$ cat config.mk
export PLATFORM = sky130hd
export DESIGN_NAME = ram_1w_nr_clr
export DESIGN_NICKNAME = d
export VERILOG_FILES = /design/src/rtl/ram_1w_nr_clr.sv
export SDC_FILE = /design/constraint.sdc
export NUM_CORES = 2
export LEC_CHECK = 0
export CORE_MARGIN = 2
export CORE_UTILIZATION = 50
export CTS_BUF_LIST = sky130_fd_sc_hd__clkbuf_4 sky130_fd_sc_hd__clkbuf_8
export DETAILED_ROUTE_END_ITERATION = 10
export PLACE_DENSITY = 0.7
export SLEW_MARGIN = 20
export SYNTH_ARGS = -nofsm -noshare
export SYNTH_HDL_FRONTEND = slang
export SYNTH_SLANG_ARGS = --single-unit
$ cat constraint.sdc
create_clock -name clk -period 3.73 [get_ports clk]
set_input_delay 0.746 -clock clk [delete_from_list [all_inputs] [get_ports clk]]
set_output_delay 0.746 -clock clk [all_outputs]
set_load 0.1 [all_outputs]
$ cat src/rtl/ram_1w_nr_clr.sv
// Multi-read-port distributed RAM: one byte-enabled synchronous write port,
// NRD combinational read ports, and a clear engine that sweeps CLR_VAL into every word.
module ram_1w_nr_clr #(
    parameter int unsigned       DWIDTH  = 32,
    parameter int unsigned       AWIDTH  = 6,
    parameter int unsigned       DEPTH   = 1 << AWIDTH,
    parameter int unsigned       NRD     = 2,
    parameter bit                WR_FWD  = 1'b0,
    parameter logic [DWIDTH-1:0] CLR_VAL = '0
) (
    input  logic                   clk,
    input  logic                   rst_n,
    input  logic                   clr,
    output logic                   busy,
    input  logic                   we,
    input  logic [DWIDTH/8-1:0]    wbe,
    input  logic [AWIDTH-1:0]      wa,
    input  logic [DWIDTH-1:0]      wd,
    input  logic [NRD*AWIDTH-1:0]  ra,
    output logic [NRD*DWIDTH-1:0]  rd
);

    localparam int unsigned       NBYTE   = DWIDTH / 8;
    localparam logic [AWIDTH:0]   DEPTH_W = (AWIDTH+1)'(DEPTH);
    localparam logic [AWIDTH-1:0] LAST    = AWIDTH'(DEPTH - 1);

    if (DWIDTH % 8 != 0) begin : g_bad_dwidth
        $error("ram_1w_nr_clr: DWIDTH must be a multiple of 8");
    end
    if (DEPTH < 1 || DEPTH > (1 << AWIDTH)) begin : g_bad_depth
        $error("ram_1w_nr_clr: DEPTH must be in 1 .. 2**AWIDTH");
    end
    if (NRD < 1) begin : g_bad_nrd
        $error("ram_1w_nr_clr: NRD must be at least 1");
    end

    typedef enum logic {S_IDLE, S_CLEAR} state_t;

    state_t              state;
    logic [AWIDTH-1:0]   cnt;
    logic [DWIDTH-1:0]   mem [DEPTH];
    logic                wa_ok;

    assign wa_ok = {1'b0, wa} < DEPTH_W;
    assign busy  = (state == S_CLEAR);

    always_ff @(posedge clk) begin
        if (!rst_n) begin
            state <= S_CLEAR;
            cnt   <= '0;
        end else begin
            case (state)
                S_CLEAR: begin
                    cnt <= cnt + AWIDTH'(1);
                    if (cnt == LAST) state <= S_IDLE;
                end
                S_IDLE: begin
                    if (clr) begin
                        state <= S_CLEAR;
                        cnt   <= '0;
                    end
                end
            endcase
        end
    end

    // A user write in IDLE still lands on the edge that accepts clr; the sweep overwrites it later.
    always_ff @(posedge clk) begin
        if (rst_n) begin
            if (state == S_CLEAR) begin
                mem[cnt] <= CLR_VAL;
            end else if (we && wa_ok) begin
                for (int unsigned i = 0; i < NBYTE; i++) begin
                    if (wbe[i]) mem[wa][8*i +: 8] <= wd[8*i +: 8];
                end
            end
        end
    end

    always_comb begin
        rd = '0;
        for (int unsigned k = 0; k < NRD; k++) begin
            logic [AWIDTH-1:0] rak;
            logic [DWIDTH-1:0] word;
            rak  = ra[k*AWIDTH +: AWIDTH];
            word = '0;
            if (!busy && ({1'b0, rak} < DEPTH_W)) begin
                word = mem[rak];
                if (WR_FWD && we && (rak == wa)) begin
                    for (int unsigned i = 0; i < NBYTE; i++) begin
                        if (wbe[i]) word[8*i +: 8] = wd[8*i +: 8];
                    end
                end
            end
            rd[k*DWIDTH +: DWIDTH] = word;
        end
    end

endmodule

==> flow_metrics.tcl <==
set metrics [dict create \
    outcome "finished, violations left" \
    violations "setup timing" \
    path_cells "mux4_2, mux4_2, a22oi_2, buf_6, o311ai_4, buf_12" \
    critPathMaxFanout 2 \
    worst_hold_path_type "input pin to register" \
    slowest_stage "mux4_2" \
    grt_max_degree 65 \
    synth_edf_count 2048 \
    die_area_um2 197000 \
    nFillCells 13341 \
    r2r_slack_ps 440 \
    start_util 0.503 \
    avgSynthCellArea_um2 20.0 \
    clkTransAtPathRegs_ps 60 \
    grt_pass1_wl_mm 445 \
    final_hold_viol_count 0 \
    dpl_worst_slack_ps -958 \
    syn_nets 4911 \
    ys_seq_area_frac 0.636 \
    place_congestion 0.921 \
    synthFlopType "edfxtp_1" \
    synth_async_sr_flop_share 0 \
    cts_buffers 353 \
    finalPower_mw 49.6 \
    die_height_um 444 \
    io_buffer_count 122 \
    cts_buffer_depth 4 \
    wl_mm 318 \
    fin_crit_sh 1.12 \
    required_ps 2980 \
    end_kind "output port" \
    hold_depth 3 \
    multiInputGateArea_um2 34900 \
    fin_nets 6051 \
    rr_startpoint "busy" \
    finalClockSkew_ps 70.6 \
    slew_viol_final 0 \
    clock_latency_ps 1070 \
    worstMarginPinSlew_ps 1340 \
    num_vias 59997 \
    crit_arrival_ps 3440 \
    core_um2 193000 \
    fin_crit_ps 4190 \
    first_global_vias 59740 \
    track_usage 0.321 \
    netlist_area_um2 96900 \
    ios 123 \
    crit_top_cell "mux4_2" \
    antenna_left 0 \
    cts_tree "done" \
    firstDrtPassIters 5 \
    overflow 0 \
    drc 0 \
    worstHoldStart "rst_n" \
    ir_drop_mv 0.394 \
    drt-initial-drc-count 8313 \
    clock_sinks 2055 \
    timing.rr.end "mem[3][4]" \
    worst_slack_ps -460 \
    stdcell_count 8791 \
    synth_seq_cells 2055 \
    ys_types 64 \
    max_slew_margin 0.102 \
    path_class "register to output port" \
    power_density_nw_per_um2 417 \
    max_stage_delay_ps 530 \
    register_area_um2 61600 \
    cts-root-buf "clkbuf_8" \
    dpl.cell_count 8070 \
    leakagePower_nw 43.0 \
    timing.fmax_ghz 0.239 \
    dp_hpwl_mm 218 \
    syn2layout_area_growth_pct 22.7 \
    via_per_inst 6.82 \
    hold_buffers 0 \
    htree_levels 5 \
    die_x_um 444 \
    hold_end "busy" \
    wire_per_inst_um 36.2 \
    synthCells 4852 \
    core.rowCount 161 \
    cp-start-kind "register" \
    drive_above_1_share 0.491 \
    drv_cap 0 \
    setup_viol 57 \
    yosys_warnings 0 \
    worstRegToRegCells 7 \
    rsz0062_at_grt "true" \
    antenna_found_initial 10 \
]
-- area by class of cell --
class                           count  share of cell area
Sequential cell                  2055               0.518
Multi-Input combinational cell   2413               0.293
Timing Repair Buffer             1165               0.104
Clock buffer                      455              0.0477
Tap cell                         2526              0.0266
Clock inverter                    158             0.00948
Antenna cell                       15            0.000316
Inverter                            4            0.000189
-- power breakdown --
part,switching [mW],leakage [nW],total (mW),internal [mW]
Clock,9.24,3.61,20.3,11.1
Combinational,2.21,17.5,4.20,1.99
Sequential,0.0328,21.9,25.1,25.1
Total,11.5,43.0,49.6,38.2
-- per-stage QoR --
stage	utilization	hold WS [ps]	setup TNS (ps)	cell area [um^2]
3_3_place_gp	0.567	595	-22060	109000
5_1_grt	0.617	451	-10340	119000
6_report	0.618	451	-7680	119000
2_1_floorplan	-	523	-582	97500
4_1_cts	0.612	380	-9360	118000
3_5_place_dp	0.567	610	-28100	109000
-- worst max-delay path by stage --
| stage | startpoint | endpoint |
|---|---|---|
| after global placement | ra[0] | rd[8] |
| final | mem[32][27] | rd[59] |
| after floorplan | ra[0] | rd[6] |
| after global routing | mem[47][27] | rd[59] |
| after detailed placement | ra[0] | rd[8] |
| after CTS | mem[47][27] | rd[59] |
-- state kept, by name, indices dropped and copies added (netlist names) --
name  flops
busy      1
cnt       6
mem    2048
-- critical path: cells and delay by family, from the launching register on --
| family | cells | cell delay, ps |
|---|---|---|
| mux | 2 | 1000 |
| flops | 1 | 410 |
| buf+inv | 2 | 400 |
| compound gates | 2 | 530 |
-- layout by cell type, fill, tap and decap left out, types with 16 or more instances in the layout --
| master | n |
|---|---|
| buf_12 | 208 |
| buf_16 | 25 |
| mux2_2 | 31 |
| and2_4 | 21 |
| nor2b_1 | 22 |
| a21oi_1 | 39 |
| mux2i_2 | 19 |
| clkbuf_4 | 95 |
| nand2_1 | 201 |
| a22oi_2 | 28 |
| nand2_2 | 17 |
| buf_4 | 813 |
| bufinv_16 | 17 |
| buf_8 | 16 |
| mux4_2 | 1110 |
| edfxtp_1 | 2048 |
| clkdlybuf4s50_1 | 46 |
| a22oi_1 | 23 |
| clkinv_2 | 49 |
| nand2b_1 | 22 |
| clkinv_1 | 87 |
| mux2i_1 | 206 |
| nor2_1 | 294 |
| mux2i_4 | 18 |
| buf_6 | 48 |
| a32oi_1 | 22 |
| nand3_1 | 26 |
| clkbuf_8 | 361 |
-- cell families after synthesis --
logic type                 after synthesis  share of synthesized area
buffers and inverters                  384                     0.0225
adders and majority gates                1                   0.000129
DFF                                   2055                      0.636
AOI/OAI and AO/OA                      304                     0.0217
xor gates and xnor gates                 3                   0.000271
and+or+nand+nor                        715                     0.0319
muxes                                 1390                      0.287
-- cells in the mapped netlist (all sizes together), types with 7 or more instances --
master	count	share of area
mux2i	243	0.025
mux4	1110	0.26
nor3b	7	0.00054
a22oi	51	0.0040
o21ai	34	0.0018
a21oi	61	0.0032
a211oi	21	0.0016
o211ai	14	0.0011
buf	278	0.018
nand2b	27	0.0017
nor3	24	0.0012
and2	42	0.0027
mux2	37	0.0043
edfxtp	2048	0.63
o22ai	34	0.0022
a31oi	12	0.00077
o221ai	12	0.0011
nand3	31	0.0016
nor2b	29	0.0019
nor2	309	0.012
clkbuf	102	0.0040
nand2	222	0.0086
a32oi	23	0.0021
dfxtp	7	0.0014
-- metal layers --
metal / vias to the layer above / wire [um] / global-route usage
met5: - / 37 / 0
met4: 6 / 19800 / 0.172
met3: 896 / 40700 / 0.0809
met2: 4540 / 148000 / 0.493
met1: 31318 / 110000 / 0.427
li1: 23237 / - / -
-- timing repair --
action	4_1_cts	5_1_grt
buffers inserted	54	49
gates resized for setup	259	121
endpoints found under the hold margin	0	0
cloned	7	7
setup endpoints to repair	64	63
pin swaps	66	40
Power figures use the tool's default switching activity.
